[config.mk]
export PLATFORM = sky130hd
export DESIGN_NAME = lt_share_arb
export DESIGN_NICKNAME = d
export VERILOG_FILES = /design/src/rtl/lt_share_arb_pkg.sv /design/src/rtl/lt_share_arb_pick.sv /design/src/rtl/lt_share_arb.sv
export SDC_FILE = /design/constraint.sdc
export NUM_CORES = 1
export LEC_CHECK = 0
export CAP_MARGIN = 15
export CORE_UTILIZATION = 37
export CTS_CLUSTER_DIAMETER = 80
export CTS_CLUSTER_SIZE = 14
export DETAILED_ROUTE_END_ITERATION = 8
export GPL_TIMING_DRIVEN = 1
export PLACE_DENSITY = 0.87
export SYNTH_ARGS = -nofsm -noshare
export SYNTH_HDL_FRONTEND = slang
export SYNTH_SLANG_ARGS = --single-unit
[constraint.sdc]
create_clock -name clk -period 4.1 [get_ports clk]
set_input_delay 0.41 -clock clk [delete_from_list [all_inputs] [get_ports clk]]
set_output_delay 0.41 -clock clk [all_outputs]
set_load 0.005 [all_outputs]
[src/rtl/lt_share_arb_pkg.sv]
// Shared types and helpers for the time-shared less-than comparator arbiter.
// The compare function is written for reuse by both the RTL and reference models.
package lt_share_pkg;

    typedef enum logic {
        IDLE = 1'b0,
        BUSY = 1'b1
    } lt_arb_state_t;

    // Widest operand cmp_lt accepts; callers zero-extend their operands to this width.
    localparam int CMP_MAX_W = 64;

    // Index width for N requesters; never below 1 so N=2 still gets a real bit.
    function automatic int clog2_n(input int n);
        return (n <= 2) ? 1 : $clog2(n);
    endfunction

    // a < b after extending each operand by its own signedness, compared as signed.
    function automatic logic cmp_lt(
        input logic [CMP_MAX_W-1:0] a,
        input int                   wa,
        input logic                 sa,
        input logic [CMP_MAX_W-1:0] b,
        input int                   wb,
        input logic                 sb
    );
        logic [CMP_MAX_W-1:0]   mask_a, mask_b;
        logic                   ext_a, ext_b;
        logic signed [CMP_MAX_W:0] ea, eb;
        mask_a = ~({CMP_MAX_W{1'b1}} << wa);
        mask_b = ~({CMP_MAX_W{1'b1}} << wb);
        ext_a  = sa & |(a & ~(mask_a >> 1) & mask_a);
        ext_b  = sb & |(b & ~(mask_b >> 1) & mask_b);
        ea = {ext_a, (a & mask_a) | (~mask_a & {CMP_MAX_W{ext_a}})};
        eb = {ext_b, (b & mask_b) | (~mask_b & {CMP_MAX_W{ext_b}})};
        return ea < eb;
    endfunction

endpackage

[src/rtl/lt_share_arb_pick.sv]
// Combinational round-robin picker: first asserted valid at or after ptr, wrapping at N-1.
module rr_pick
    import lt_share_pkg::*;
#(
    parameter int N  = 2,
    parameter int PW = clog2_n(N)
) (
    input  logic [N-1:0]  valid,
    input  logic [PW-1:0] ptr,
    output logic          any,
    output logic [PW-1:0] idx
);

    logic [PW:0] pos;

    always_comb begin
        // NOTE: every variable gets a default before any branch, so no latch can be inferred.
        any = 1'b0;
        idx = '0;
        pos = '0;
        for (int k = 0; k < N; k++) begin
            pos = {1'b0, ptr} + (PW+1)'(k);
            if (pos >= (PW+1)'(N)) pos = pos - (PW+1)'(N);
            if (!any && valid[pos[PW-1:0]]) begin
                any = 1'b1;
                idx = pos[PW-1:0];
            end
        end
    end

endmodule

[src/rtl/lt_share_arb.sv]
// Shares one less-than comparator among N requesters in round-robin order,
// with one comparison in flight and back-to-back issue on the response handshake.
module lt_share_arb
    import lt_share_pkg::*;
#(
    parameter int N           = 2,
    parameter int TDIN0       = 16,
    parameter int TDIN1       = 16,
    parameter bit DIN0_SIGNED = 1'b0,
    parameter bit DIN1_SIGNED = 1'b0
) (
    input  logic                              clk,
    input  logic                              rst,
    input  logic [N-1:0]                      req_valid,
    output logic [N-1:0]                      req_ready,
    input  logic [N-1:0][TDIN0+TDIN1-1:0]     req_data,
    output logic [N-1:0]                      resp_valid,
    input  logic [N-1:0]                      resp_ready,
    output logic [N-1:0]                      resp_data
);

    localparam int            PW   = clog2_n(N);
    localparam int            TD   = TDIN0 + TDIN1;
    localparam logic [PW-1:0] LAST = PW'(N - 1);

    lt_arb_state_t     state, state_nxt;
    logic [PW-1:0]     own, ptr, own_inc, pick_ptr, idx;
    logic              res, any, lt, resp_fire, arb_en, grant;
    logic [TD-1:0]     sel_data;

    assign own_inc   = (own == LAST) ? '0 : own + PW'(1);
    assign resp_fire = (state == BUSY) && resp_ready[own];
    assign arb_en    = !rst && ((state == IDLE) || resp_fire);
    // On a response handshake the scan starts just past the finishing owner.
    assign pick_ptr  = (state == BUSY) ? own_inc : ptr;

    rr_pick #(.N(N), .PW(PW)) u_pick (
        .valid (req_valid),
        .ptr   (pick_ptr),
        .any   (any),
        .idx   (idx)
    );

    assign grant    = arb_en && any;
    assign sel_data = req_data[idx];
    assign lt       = cmp_lt(CMP_MAX_W'(sel_data[TDIN0-1:0]), TDIN0, DIN0_SIGNED,
                             CMP_MAX_W'(sel_data[TD-1:TDIN0]), TDIN1, DIN1_SIGNED);

    // NOTE: sequential state uses non-blocking assignments so all registers update together.
    always_ff @(posedge clk) begin
        if (rst) state <= IDLE;
        else     state <= state_nxt;
    end

    always_comb begin
        state_nxt = state;
        case (state)
            IDLE:    if (grant) state_nxt = BUSY;
            BUSY:    if (resp_fire && !grant) state_nxt = IDLE;
            default: state_nxt = IDLE;
        endcase
    end

    always_comb begin
        req_ready  = '0;
        resp_valid = '0;
        resp_data  = '0;
        if (grant) req_ready[idx] = 1'b1;
        if (!rst && state == BUSY) begin
            resp_valid[own] = 1'b1;
            resp_data[own]  = res;
        end
    end

    always_ff @(posedge clk) begin
        if (rst) begin
            ptr <= '0;
            own <= '0;
            res <= 1'b0;
        end else begin
            if (resp_fire) ptr <= own_inc;
            if (grant) begin
                own <= idx;
                res <= lt;
            end
        end
    end

endmodule
Yosys cells after proc, flatten, opt, wreduce, memory -nomap -nowiden
Cells that the tools add are included.
- eq/ne operators: 0
- shift-type cells: 0
- reductions and logical operators: 12
- bitwise gates (word level): 2
- add/sub/neg operators: 4
- div/mod/pow operators: 0
- multiply operators: 0
- magnitude comparators: 9
- multiplexer cells: 26
- operators by type and width (operator ; number):
    two-way mux 32 bit ; 2
    two-way mux 1 bit ; 18
    less-than comparator 16 bit ; 1
    logical AND 1 bit ; 8
    less-than comparator 1 x 2 -> 1 bit, second input constant ; 4
    two-way mux 2 bit ; 3
    logical NOT 1 bit ; 3
    adder 1 x 1 -> 2 bit, second input constant ; 1
    AND 2 bit ; 1
    demux 1 bit (select 1 bit) ; 2
    greater-or-equal comparator 1 bit, second input constant ; 2
    greater-or-equal comparator 1 x 2 -> 1 bit, second input constant ; 1
    greater-or-equal comparator 2 bit, second input constant ; 1
    one-hot mux 1 bit (2 select lines) ; 1
    subtractor 1 bit, second input constant ; 2
    adder 1 bit, second input constant ; 1
    logical OR 1 bit ; 1
    NOT 1 bit ; 1
- flip-flop bits (word level): 4
- logic and storage cells: 57
- ROM bits: 0
- latch bits: 0
- RAM bits: 0
- memories kept: 0

Longest topological paths before layout
Gate-level depths: netlist of run 1.
- word-level depth: 16
- gate-level depth with buffers: 11
- gate-level depth less buffers: 10

Cells and area by module
Synthesis of run 1 repeated with hierarchy kept, for this count alone.
- cell total of the unflattened synthesis: 105
- area total of the unflattened synthesis: 938.4 um^2
- modules (own cells, without submodules) (module ; cells an instance ; area each (um^2) ; times used):
    lt_share_arb ; 102 ; 920.9 ; 1
    rr_pick ; 3 ; 17.5 ; 1

Least setup slack after synthesis of run 1
No wires, ideal clock.
- path type: reg2reg
- start point: register state
- end point: register res
- stages on the path, launching flop included: 11
- setup slack: 1609 ps
- library setup time: 117 ps
- required time: 3983 ps
- arrival: 2373 ps
- path through: dfxtp_1 -> inv_2 -> mux2i_1 -> a21boi_2 -> buf_6 -> mux2_4 -> ha_1 -> nand4_1 -> a2111oi_1 -> o21ai_1 -> a32o_1
- word-level cells in the longest chain between the ends: 12
- elaborated cells between the ends (all ways): 26
- classes of those cells: 3 x add/sub; 3 x order compare; 13 x mux; 1 x bitwise; 6 x reduce/logical
- RTL lines (element ; line ; source):
    from (decl) ; lt_share_arb.sv:26 ; lt_arb_state_t state, state_nxt;
    from (signal assigned) ; lt_share_arb.sv:52 ; else state <= state_nxt;
    two-way mux 1 bit ; lt_share_arb.sv:35 ; assign pick_ptr = (state == BUSY) ? own_inc : ptr;
    greater-or-equal comparator 1 x 2 -> 1 bit / subtractor 1 bit (equally long branches) ; lt_share_arb_pick.sv:23 ; if (pos >= (PW+1)'(N)) pos = pos - (PW+1)'(N);
    two-way mux 1 bit ; lt_share_arb_pick.sv:23 ;
    two-way mux 1 bit (implied by the code) (2 in series) ; lt_share_arb_pick.sv:24 ; if (!any && valid[pos[PW-1:0]]) begin
    two-way mux 1 bit ; lt_share_arb_pick.sv:24 ;
    logical NOT 1 bit ; lt_share_arb_pick.sv:24 ;
    logical AND 1 bit ; lt_share_arb_pick.sv:24 ;
    two-way mux 1 bit ; lt_share_arb_pick.sv:24 ;
    two-way mux 32 bit (implied by the code) (2 in series) ; lt_share_arb.sv:45 ; assign sel_data = req_data[idx];
    less-than comparator 16 bit ; lt_share_arb_pkg.sv:36 ; return ea < eb;
    to (signal assigned) ; lt_share_arb.sv:84 ; res <= lt;
    to (decl) ; lt_share_arb.sv:28 ; logic res, any, lt, resp_fire, arb_en, grant;
Several ways; a longest one is shown, not always the timed one. The select of a mux whose other input is x is not followed.
A chain may end at the register's enable or synchronous reset.

Worst setup path after layout of run 1
- start point: input port req_valid[1]
- end point: register res
- word-level cells in the longest chain between the ends: 9
- elaborated cells between the ends (all ways): 14
- classes of those cells: 1 x order compare; 10 x mux; 3 x reduce/logical
- RTL lines (element ; line ; source):
    from (decl) ; lt_share_arb.sv:14 ; input logic [N-1:0] req_valid,
    two-way mux 1 bit (implied by the code) (2 in series) ; lt_share_arb_pick.sv:24 ;
    two-way mux 1 bit ; lt_share_arb_pick.sv:24 ;
    logical NOT 1 bit ; lt_share_arb_pick.sv:24 ;
    logical AND 1 bit ; lt_share_arb_pick.sv:24 ;
    two-way mux 1 bit ; lt_share_arb_pick.sv:24 ;
    two-way mux 32 bit (implied by the code) (2 in series) ; lt_share_arb.sv:45 ;
    less-than comparator 16 bit ; lt_share_arb_pkg.sv:36 ;
Several ways; a longest one is shown, not always the timed one. The select of a mux whose other input is x is not followed.

==> qor.txt, run 1 <==
Largest stage delay, worst path -> 0.58 ns
Fillers -> 207
Placer Congestion -> 0.8260
LEAKAGE -> 0.7678 nW
Seq/Total Area, Yosys -> 0.08020
Number of antenna violations at the first check in global routing -> 0
Grt met1 use -> 0.1937
Path type of the worst setup path -> in -> reg
Number of global-route vias before repair -> 1098
Worst r2r dst -> res
First drt pass iteration count -> 4
CP max FO -> 17
Mapped cell area -> 998.5 um^2
Met2 Use GR -> 0.3992
Global-route wire length before repair -> 4.195 mm
Largest net degree at the start of global routing -> 18
CP top delay family -> compound AO/OA/AOI/OAI gates
Clock edge transition at the registers on the reported setup and hold paths -> 0.04 ns
Final hold vios -> 0
Area Growth Syn to Fin -> 80.07%
Die Span X -> 53.95 um
Final Critical Period -> 2.849 ns
Port buffer count -> 75
Wire length per cell -> 12.63 um
Power per cell area -> 166.8 nW/um^2
Cts bufs inserted -> 3
DRC Markers -> 0
Inserted Diodes -> 0
RSZ-0062 raised after global routing -> no
Initial detailed-routing violation count -> 10
Final ANT Viol Nets -> 0
Final WL -> 2.727 mm
Worst Max-Slew Pin Slew -> 0.3458 ns
Initial core utilization -> 0.3958
Final Core Density -> 0.7128
Ports -> 76
EDFF count, synth -> 0
Global Route met3 Usage -> 0.03672
Core region area -> 2522 um^2
DIE HEIGHT -> 53.95 um
H-tree depth reported by CTS -> 1
Die outline area -> 2910 um^2
Post-CTS Resized -> 0
Worst VDD drop -> 0.2020 mV
Kind of start point of the critical path -> input port
Synth warn -> 0
Worst reg-to-reg path cell count -> 10
DP Worst Slack -> 1.024 ns
Rows -> 18
Max-slew violation count -> 0
F_max -> 351.0 MHz
Commonest non-fill, non-tap cells in the layout -> clkdlybuf4s50_1, mux2i_1, ha_1
Critical Path Start -> req_valid[1]
Worst EP arrival -> 2.97 ns
R2r startpoint -> state
Commonest non-fill, non-tap cell in the layout -> clkdlybuf4s50_1
Post-synth top flop -> dfxtp_1
DP Wirelength -> 2.427 mm
Avg Inst Size Synth -> 9.077 um^2
Slew headroom -> 0.7689
Clk sinks -> 4
Register bit total from synthesis -> 4
CP Capture Type -> register
Setup slack, reg-to-reg -> 1.35 ns
Yosys cell types -> 29
Clk buf depth -> 2
Status -> completed
Clk_skew -> 0.0006020 ns
Setup Fix Bufs, Post-CTS -> 0
Hold Path Class -> reg -> reg
Worst-Skew Late Latency -> 0.23 ns
CP bufs+invs -> 2
CP Capture Point -> res
GRT overflow -> 0
Post-route setup slack -> 1.251 ns
Final period utilization -> 0.6950
Required @ worst endpoint -> 4.22 ns
Largest area contributor in the netlist -> mux2_4
Post-Syn Instances -> 110
Critical path's slowest cell -> clkdlybuf4s50_1
Share of cells above drive strength 1 -> 0.1237
Hold_buf cts -> 0
Largest cells by area after synthesis -> mux2_4, ha_1, mux2i_1
CTS tree -> built
Ys async rst share -> 0
Grt peak-use layer -> met2
Final setup TNS -> 0 ns
Critical Path, Cell by Cell -> clkdlybuf4s50_1 > a21boi_4 > buf_4 > mux2_2 > ha_1 > nand4_1 > a2111oi_1 > o21ai_1 > a32o_1
Area fraction of the dominant cell type after synthesis -> 0.1955
Vias -> 1152
WP depth -> 9
Vias per cell -> 5.333
Fin nets -> 273
Clock root buffer -> clkbuf_4
Gr usage total -> 0.1953
Setup violators final -> 0
Max Cap Viol -> 0
Syn nets -> 195
## layer usage
layer  vias up  wire length, um
li1        577                -
met1       520             1040
met5         -                0
met3         4              170
met2        51             1481
met4         0               35
## Yosys cell counts, types with 2 or more instances
| library cell | instances |
|---|---|
| mux2_4 | 13 |
| buf_6 | 2 |
| a21oi_1 | 8 |
| dfxtp_1 | 4 |
| nor2b_1 | 2 |
| o21ai_0 | 3 |
| inv_2 | 2 |
| nand2_1 | 8 |
| nor3_1 | 4 |
| ha_1 | 15 |
| nand4_1 | 3 |
| nor2_1 | 9 |
| nand3b_1 | 3 |
| mux2i_1 | 18 |
| mux2_2 | 2 |
## flip-flops by register name, indices dropped and copies added (netlist names)
name / count
ptr: 1
res: 1
state: 1
own: 1
## per-stage QoR
step	hold WS, ns	instances	power (W)	instance area, um^2
2_1_floorplan	0.5109	110	0.0001586	998.5
3_3_place_gp	0.5425	213	0.0002436	1775
3_5_place_dp	0.5526	213	0.0002510	1775
4_1_cts	0.5588	216	0.0003025	1798
5_1_grt	0.5876	216	0.0003241	1798
6_report	0.5643	216	0.0002998	1798
## cell type report
cell class,count,area (um^2),area share
tap,30,37.54,0.02088
inverter,2,7.507,0.004175
clock buffer,3,22.52,0.01253
timing repair buffer,77,765.7,0.4259
sequential,4,80.08,0.04454
multi-input combinational,100,884.6,0.4920
## kinds of logic after synthesis
| kind of cell | share of synthesized area |
|---|---|
| DFF | 0.08020 |
| buffers and inverters | 0.04135 |
| adders and majority gates | 0.1880 |
| muxes | 0.3985 |
| AOI/OAI and AO/OA | 0.1416 |
| and+or+nand+nor | 0.1504 |
## report_power, final
group | internal, W | switching [W] | leakage (nW)
clock | 0.0000328 | 0.0000167 | 0.0138
sequential | 0.0000434 | 0.00000526 | 0.0333
combinational | 0.000129 | 0.0000729 | 0.721
## worst register-to-register path, delay by kind of cell, from the launching register on
family | cells | cell delay (ns)
AOI/OAI and AO/OA | 4 | 0.89
muxes | 2 | 0.56
DFF | 1 | 0.43
buffers and inverters | 2 | 0.38
adders and majority gates | 1 | 0.28
and+or+nand+nor | 1 | 0.10
## how the worst min path moves through the flow
stage / startpoint / end / cells past startpoint
final: own / own / 2
after global routing: own / own / 2
after CTS: own / own / 2
after detailed placement: own / own / 2
after global placement: ptr / ptr / 2
after floorplan: own / own / 2
Power figures use the tool's default switching activity.
==> run 2: changes to the inputs <==
--- a/config.mk
+++ b/config.mk
@@ -6,12 +6,12 @@
 export NUM_CORES = 1
 export LEC_CHECK = 0
 export CAP_MARGIN = 15
-export CORE_UTILIZATION = 37
+export CORE_UTILIZATION = 31
 export CTS_CLUSTER_DIAMETER = 80
 export CTS_CLUSTER_SIZE = 14
 export DETAILED_ROUTE_END_ITERATION = 8
 export GPL_TIMING_DRIVEN = 1
-export PLACE_DENSITY = 0.87
+export PLACE_DENSITY = 0.78
 export SYNTH_ARGS = -nofsm -noshare
 export SYNTH_HDL_FRONTEND = slang
 export SYNTH_SLANG_ARGS = --single-unit
==> constraint.sdc (replaced) <==
create_clock -name clk -period 2.5 [get_ports clk]
set_input_delay 0.25 -clock clk [delete_from_list [all_inputs] [get_ports clk]]
set_output_delay 0.25 -clock clk [all_outputs]
set_load 0.005 [all_outputs]
==> run 2 against run 1 <==
  * Worst setup slack worse by 1.2 ns
  * Flip-flop and latch count stayed put
  * Final cell count is 13% higher
  * Register-to-register slack worse by 1.3 ns
  * Critical path depth stayed put
  * Global-route usage is 1.4 points lower
  * Non-clock buffer count is 13 higher
  * Die area is 19% higher
==> qor.txt, run 2 (synthesis results as in run 1) <==
Post-route setup slack -> 0.07276 ns (-1.178 ns)
Initial core utilization -> 0.3270 (-0.06878)
Clk buf depth -> 2 (unchanged)
Port buffer count -> 75 (unchanged)
Number of global-route vias before repair -> 1178 (+7.3%)
Max Cap Viol -> 0 (unchanged)
Cts bufs inserted -> 3 (unchanged)
Commonest non-fill, non-tap cells in the layout -> clkdlybuf4s50_1, mux2i_1, ha_1
Slew headroom -> 0.7364 (-0.03245)
Clk sinks -> 4 (unchanged)
Clock edge transition at the registers on the reported setup and hold paths -> 0.04 ns (about the same)
Initial detailed-routing violation count -> 44 (+34)
Commonest non-fill, non-tap cell in the layout -> clkdlybuf4s50_1
Setup violators final -> 0 (unchanged)
GRT overflow -> 0 (unchanged)
DIE HEIGHT -> 58.75 um (+8.9%)
CP Capture Type -> register
Ports -> 76 (unchanged)
Vias per cell -> 4.984 (-6.6%)
Hold_buf cts -> 0 (unchanged)
DRC Markers -> 0 (unchanged)
Rows -> 20 (+2)
Placer Congestion -> 0.8739 (+5.8%)
Post-Place Cell Area -> 1881 um^2 (+5.9%)
Final period utilization -> 0.9709
Inserted Diodes -> 0 (unchanged)
F_max -> 412.0 MHz
Worst VDD drop -> 0.1104 mV (-45%)
Clk_skew -> 0.002676 ns (+0.002074 ns)
CTS tree -> built
Max-slew violation count -> 0 (unchanged)
Worst EP arrival -> 2.56 ns (-0.41 ns)
Worst-Skew Late Latency -> 0.25 ns (+0.02 ns)
Final ANT Viol Nets -> 0 (unchanged)
Hold Path Class -> reg -> reg
DP Wirelength -> 2.769 mm (+14%)
Post-route cell area -> 1943 um^2 (+8.1%)
Number of antenna violations at the first check in global routing -> 0 (unchanged)
Final Critical Period -> 2.427 ns
Core region area -> 3053 um^2 (+21%)
Clock root buffer -> clkbuf_4
H-tree depth reported by CTS -> 1 (unchanged)
Kind of start point of the critical path -> input port
First drt pass iteration count -> 5 (+1)
Max layer used -> met4
Required @ worst endpoint -> 2.64 ns (-1.58 ns)
Status -> completed
LEAKAGE -> 0.8409 nW (+9.5%)
Area Growth Syn to Fin -> 94.61%
R2r startpoint -> state
Power per cell area -> 274.4 nW/um^2 (+65%)
Met2 WL -> 1.648 mm (+11%)
Die Span X -> 58.75 um (+8.9%)
Wire length per cell -> 13.06 um (+3.5%)
Global-route wire length before repair -> 4.781 mm (+14%)
Met1 WL -> 1.245 mm (+20%)
RSZ-0062 raised after global routing -> yes
Path type of the worst setup path -> in -> reg
Critical Path Start -> req_valid[1]
Met3 wire len -> 223 um (+31%)
Gr usage total -> 0.1818 (-0.01353)
Final hold vios -> 0 (unchanged)
Vias -> 1211 (+5.1%)
Largest net degree at the start of global routing -> 11 (-7)
CP max FO -> 9 (-8)
Min-delay src -> ptr
Worst Max-Slew Pin Slew -> 0.3941 ns (+0.04832 ns)
Fin nets -> 286 (+4.8%)
DP Worst Slack -> -0.2528 ns (-1.277 ns)
Share of cells above drive strength 1 -> 0.1910 (+0.06730)
Die outline area -> 3452 um^2 (+19%)
Final WL -> 3.174 mm (+16%)
Setup slack, reg-to-reg -> 0.09 ns (-1.26 ns)
==> run 2: cell count changes in the layout (fill, tap and decap cells not counted) <==
cell,before,now
a2111oi_1,1,0
a2111oi_2,0,1
buf_12,0,1
buf_4,2,12
buf_6,0,1
buf_8,0,1
dfxtp_1,4,3
dfxtp_2,0,1
==> run 2: path summary, 6_finish.rpt <==
check	cells past startpoint	endpoint
max	9	res
min	2	ptr
max reg2reg	10	res
min reg2reg	2	ptr
==> run 2: critical path, cell delays in order <==
cell,delay [ns]
clkdlybuf4s50_1,0.50
a21boi_4,0.28
buf_6,0.20
mux2_4,0.31
ha_1,0.30
nand4_1,0.13
nor3_1,0.23
o21ai_1,0.10
a32o_1,0.26
==> run 2: stage by stage <==
| stage | setup TNS (ns) | hold slack (ns) | std cells | total power, W | util |
|---|---|---|---|---|---|
| 4_1_cts | 0 | 0.5797 | 240 | 0.0005224 | 0.6250 |
| 2_1_floorplan | 0 | 0.4278 | 110 | 0.0002601 | - |
| 3_3_place_gp | -0.1339 | 0.5469 | 237 | 0.0004238 | 0.6160 |
| 5_1_grt | -0.06765 | 0.5740 | 243 | 0.0005657 | 0.6365 |
| 6_report | 0 | 0.5337 | 243 | 0.0005331 | 0.6365 |
| 3_5_place_dp | -0.2528 | 0.5722 | 237 | 0.0004362 | 0.6160 |
==> run 2: per-layer routing <==
layer  global-route usage  vias up
li1                     -      604
met1               0.1960      540
met2               0.3458       58
met3              0.03297        9
met4              0.07143        0
met5                    0        -
==> run 2: report_power, final <==
part | switching [W] | total [W] | internal [W] | leakage [nW]
logic | 0.000132 | 0.000370 | 0.000238 | 0.793
registers | 0.00000512 | 0.0000767 | 0.0000716 | 0.0336
clock network | 0.0000323 | 0.0000864 | 0.0000541 | 0.0138
==> run 2: cell type report <==
type | instances | area (um^2)
Fill cell | 273 | 1110
Inverter | 2 | 7.507
Tap cell | 44 | 55.05
Clock buffer | 3 | 22.52
Multi-Input combinational cell | 100 | 889.6
Timing Repair Buffer | 90 | 887.1
Sequential cell | 4 | 81.33
==> run 2: timing repair <==
item	in CTS	in global routing
buffers inserted	0	3
endpoints found under the setup margin	1	1
gates resized for setup	1	4
pin swaps	0	2
gates cloned	0	0
endpoints found under the hold margin	0	0
